## src/rtl/apb_uart_arbiter.sv

```systemverilog
// Round-robin arbiter sharing the UART APB slave port between two word requesters.
// Latency: accept in t, SETUP t+1, ACCESS t+2, rsp_valid pulse in t+3; back-to-back gives one transfer per 2 cycles.
// Backpressure: req_ready_o is combinational and only asserted in IDLE/ACCESS; a losing requester holds valid until granted.
//
// Ports:
//   clk, rst_                      clock, asynchronous active-low reset
//   req_valid_i/req_write_i        per-requester request valid and direction (bit n = requester n)
//   req_addr_i/req_wdata_i         per-requester payload, requester n in slice [n*W +: W]
//   req_ready_o                    one-hot accept strobe (or zero)
//   rsp_valid_o/rsp_rdata_o        one-cycle completion pulse to the owner, read data (0 for writes)
//   busy_o                         high while the APB bus is in SETUP or ACCESS
//   paddr_o/pwdata_o/pwrite_o/psel_o/penable_o/prdata_i   APB master side (no PREADY)
module apb_uart_arbiter #(
    parameter int ADDR_W = 32,
    parameter int DATA_W = 32
) (
    input  logic                clk,
    input  logic                rst_,
    input  logic [1:0]          req_valid_i,
    input  logic [1:0]          req_write_i,
    input  logic [2*ADDR_W-1:0] req_addr_i,
    input  logic [2*DATA_W-1:0] req_wdata_i,
    output logic [1:0]          req_ready_o,
    output logic [1:0]          rsp_valid_o,
    output logic [DATA_W-1:0]   rsp_rdata_o,
    output logic                busy_o,
    output logic [ADDR_W-1:0]   paddr_o,
    output logic [DATA_W-1:0]   pwdata_o,
    output logic                pwrite_o,
    output logic                psel_o,
    output logic                penable_o,
    input  logic [DATA_W-1:0]   prdata_i
);

    typedef enum logic [1:0] {
        IDLE   = 2'd0,
        SETUP  = 2'd1,
        ACCESS = 2'd2
    } state_t;

    state_t              state;
    logic                last_grant;
    logic                grant_id;

    logic                accept;
    logic                winner;
    logic [ADDR_W-1:0]   win_addr;
    logic [DATA_W-1:0]   win_wdata;
    logic                win_write;

    // Arbitration is open in IDLE and in ACCESS; the latter lets a new
    // transfer follow directly without an idle cycle.
    always_comb begin
        accept = ((state == IDLE) || (state == ACCESS)) && (|req_valid_i);
        case (req_valid_i)
            2'b01:   winner = 1'b0;
            2'b10:   winner = 1'b1;
            default: winner = ~last_grant;  // both valid: the one not served last
        endcase
        win_addr  = winner ? req_addr_i[ADDR_W +: ADDR_W]  : req_addr_i[0 +: ADDR_W];
        win_wdata = winner ? req_wdata_i[DATA_W +: DATA_W] : req_wdata_i[0 +: DATA_W];
        win_write = winner ? req_write_i[1] : req_write_i[0];
        req_ready_o = 2'b00;
        if (accept) begin
            req_ready_o[winner] = 1'b1;
        end
    end

    // psel is registered alongside the state, so it is exactly "not IDLE".
    assign busy_o = psel_o;

    always_ff @(posedge clk or negedge rst_) begin
        if (!rst_) begin
            state       <= IDLE;
            psel_o      <= 1'b0;
            penable_o   <= 1'b0;
            pwrite_o    <= 1'b0;
            paddr_o     <= '0;
            pwdata_o    <= '0;
            rsp_valid_o <= 2'b00;
            rsp_rdata_o <= '0;
            last_grant  <= 1'b1;    // requester 0 wins the first contention
            grant_id    <= 1'b0;
        end else begin
            rsp_valid_o <= 2'b00;

            // Payload is captured only on accept, so it stays stable through
            // SETUP/ACCESS and keeps its last value while idle.
            if (accept) begin
                paddr_o    <= win_addr;
                pwdata_o   <= win_wdata;
                pwrite_o   <= win_write;
                grant_id   <= winner;
                last_grant <= winner;
            end

            case (state)
                IDLE: begin
                    if (accept) begin
                        state     <= SETUP;
                        psel_o    <= 1'b1;
                        penable_o <= 1'b0;
                    end
                end
                SETUP: begin
                    state     <= ACCESS;
                    penable_o <= 1'b1;
                end
                ACCESS: begin
                    // Completion uses the grant_id of the finishing transfer;
                    // a back-to-back accept updates grant_id on this same edge.
                    rsp_valid_o[grant_id] <= 1'b1;
                    rsp_rdata_o <= pwrite_o ? '0 : prdata_i;
                    if (accept) begin
                        state     <= SETUP;
                        penable_o <= 1'b0;
                    end else begin
                        state     <= IDLE;
                        psel_o    <= 1'b0;
                        penable_o <= 1'b0;
                    end
                end
                default: begin
                    state     <= IDLE;
                    psel_o    <= 1'b0;
                    penable_o <= 1'b0;
                end
            endcase
        end
    end

endmodule

```

## config.mk

```make
export PLATFORM = sky130hd
export DESIGN_NAME = apb_uart_arbiter
export DESIGN_NICKNAME = d
export VERILOG_FILES = /design/src/rtl/apb_uart_arbiter.sv
export SDC_FILE = /design/constraint.sdc
export NUM_CORES = 1
export LEC_CHECK = 0
export ABC_AREA = 1
export CAP_MARGIN = 20
export CORE_MARGIN = 3
export CORE_UTILIZATION = 33
export DETAILED_ROUTE_END_ITERATION = 10
export PLACE_DENSITY = 0.7
export SLEW_MARGIN = 15
export SYNTH_ARGS = -nofsm -noshare
export SYNTH_HDL_FRONTEND = slang
export SYNTH_SLANG_ARGS = --single-unit
```

## constraint.sdc

```tcl
create_clock -name clk -period 1.23 [get_ports clk]
set_input_delay 0.246 -clock clk [delete_from_list [all_inputs] [get_ports clk]]
set_output_delay 0.246 -clock clk [all_outputs]
set_load 0.05 [all_outputs]
```

==> results.toml <==
[placed_design]
gp_congestion = 0.848
post-place-cells = 955
io_buffers = 269
dp_hpwl_um = 12800

[sta]
slew_violations = 0
maxSlewHeadroom_pct = 73.9
postLayoutSetupSlackWorst_ps = -381
worst_pin_slew_ps = 391
min_period_over_period_pct = 131
rsz0062_at_grt = "yes"
setup_viol = 72
fin_tns_setup_ps = -13920
fin_crit_ps = 1610
maxClockFrequency_mhz = 621
hold_violations = 0
skew_ps = 8.58
holdWs_ps = 321

[layout]
filler_cell_count = 931
final_util_pct = 74.4
diodes = 0
final_net_count = 993
drive_above_1_share_pct = 30.8
layout.cells.non_filler = 1006
area_growth_pct = 115

[setup_path]
crit_chain = "o21ai_4 > buf_12 > nor2_4 > buf_12"
cpPeakStageDelay_ps = 560
critical_path.top_delay_family = "flip-flops"
required_ps = 980
reg2reg_depth = 9
reg2reg_to = "paddr_o[0]"
startpoint_type = "flip-flop"
slowest_stage = "dfstp_2"
worstPathArrival_ps = 1370
crit_top_cell = "buf_12"
end_kind = "output port"
path_buf_inv = 2
timing.rr.start = "state[0]"
cp_max_fo = 3
regToRegSetupSlack_ps = -310
criticalPathCategory = "flip-flop to output port"

[drt]
firstDrtPassIters = 5
num_vias = 5491
ant_nets = 0
routedWlPerCell_um = 20.3
totalWireLength_um = 20400
viasPerCell = 5.46
post-route-drc-count = 0
drt-initial-drc-count = 414

[global_route]
antenna_found_initial = 0
grt_max_degree = 66
grt_pass1_vias = 5299
grt_use_met3_pct = 6.52
overflow = 0
grt_busiest_layer = "met2"
grt_pass1_wl_um = 28200
grt_use_total_pct = 22.4
grt_util_met2_pct = 37.3
met1_usage_pct = 26.9

[logic_synthesis]
syn_area_per_cell_um2 = 8.74
netlist_instances = 538
ys_types = 17
synthesis.nets = 706
netlist_area_um2 = 4700
synth-seq-area-share_pct = 55.4
yosysWarningCount = 0
synth_seq_cells = 104

[floorplanning]
dieArea_um2 = 15700
core_um2 = 13600
rows = 42
start_util_pct = 34.5
die_w_um = 125
die_height_um = 125
pin_count = 270

[power]
power_density_nw_per_um2 = 1990
p_leak_nw = 4.54
power.total_mw = 20.1
ir_drop_v = 0.00118

[clock_network]
htreeDepth = 3
cts_tree = "yes"
clk_pin_slew_ps = 70
numCtsBuffers = 9
cts_sinks = 104
clkLatencyLatePin_ps = 360
clockRootBuffer = "clkbuf_16"
clock_path_buffers = 2

[status]
status = "finished with violations"
violations = "negative setup slack"

[min_path]
hold_path_class = "input pin to async pin"

[flow_run]
drv_cap = 0
==> cells in the mapped netlist <==
master    instances  area share [%]
inv_1             9            0.72
buf_4             7             1.1
dfrtp_1         103              55
o21ai_0           2            0.21
dfstp_2           1            0.56
ha_1              2            0.53
buf_2            31             3.3
maj3_1            1            0.21
o21ai_2           1            0.19
clkbuf_1         10            0.80
nand3_1         162              17
nand2_1         132              11
buf_1             4            0.32
inv_2             2            0.16
nor2_1            5            0.40
nand4_1          65             8.6
nor2_4            1            0.24
==> sequential cells by signal (all words and copies together) (netlist names) <==
register and count:
pwrite_o 1, rsp_valid_o 2, busy_o 1, state 1
last_grant 1, penable_o 1, pwdata_o 32, grant_id 1
rsp_rdata_o 32, paddr_o 32
==> cell type report <==
class / instances / area, um^2 / area share, %
clock buffer: 11 / 233 / 2.30
clock inverter: 5 / 33.8 / 0.334
inverter: 11 / 67.6 / 0.668
multi-input combinational: 371 / 2230 / 22.0
timing repair buffer: 328 / 4730 / 46.7
sequential: 104 / 2610 / 25.8
tap: 176 / 220 / 2.18
==> timing repair <==
item | CTS | global route
pin swaps | 6 | 33
hold buffers | 1 | 0
hold endpoints to repair | 13 | 0
setup endpoints to repair | 107 | 85
gates resized for setup | 21 | 92
gates cloned | 4 | 11
setup buffers | 10 | 11
==> metal layers <==
| layer | vias up | wire [um] |
|---|---|---|
| li1 | 2448 | - |
| met1 | 2663 | 7490 |
| met2 | 334 | 10500 |
| met3 | 46 | 1740 |
| met4 | 0 | 672 |
| met5 | - | 0 |
==> through the flow <==
step	area, um^2	worst slack (ps)
6_report	10100	-381
2_1_floorplan	4800	-95.5
4_1_cts	9320	-394
3_3_place_gp	8810	-827
5_1_grt	10100	-422
3_5_place_dp	8810	-870
==> kinds of logic after synthesis <==
logic type | after synthesis | share of synthesized area, %
AO/OA/AOI/OAI | 3 | 0.399
adder cells (fa/ha/maj) | 3 | 0.745
buffers and inverters | 63 | 6.41
flip-flops | 104 | 55.4
AND/OR/NAND/NOR | 365 | 37.1
==> worst max path at each step <==
stage | from | end | slack [ps] | cells past startpoint
final | last_grant | req_ready_o[0] | -380 | 4
after global routing | last_grant | req_ready_o[0] | -420 | 4
after CTS | last_grant | req_ready_o[0] | -390 | 4
after detailed placement | req_valid_i[1] | pwdata_o[12] | -870 | 8
after global placement | req_valid_i[1] | pwdata_o[10] | -830 | 8
after floorplan | req_valid_i[1] | req_ready_o[0] | -100 | 6
==> report_power, final <==
part | switching [mW] | total (mW) | internal (mW)
clock | 1.30 | 2.67 | 1.37
combinational | 6.12 | 11.8 | 5.72
sequential | 1.18 | 5.62 | 4.43
==> cells in the final DEF (no fill, tap or decap), types with 2 or more instances in the layout <==
cell type and instances:
nand3_1 104, buf_12 122, buf_16 5, nor2_1 3, clkdlybuf4s50_1 162, clkinv_2 2, nand2_4 2, o21ai_0 2
dfrtp_1 99, buf_8 3, clkbuf_16 19, nand4_1 65, nor2_4 3, clkbuf_1 2, buf_6 10, nand3_4 11
nand2_1 129, clkinvlp_4 3, buf_4 13, dfrtp_2 4, inv_1 6, nand3_2 47
Note: power is estimated with default switching activity, not from simulation.
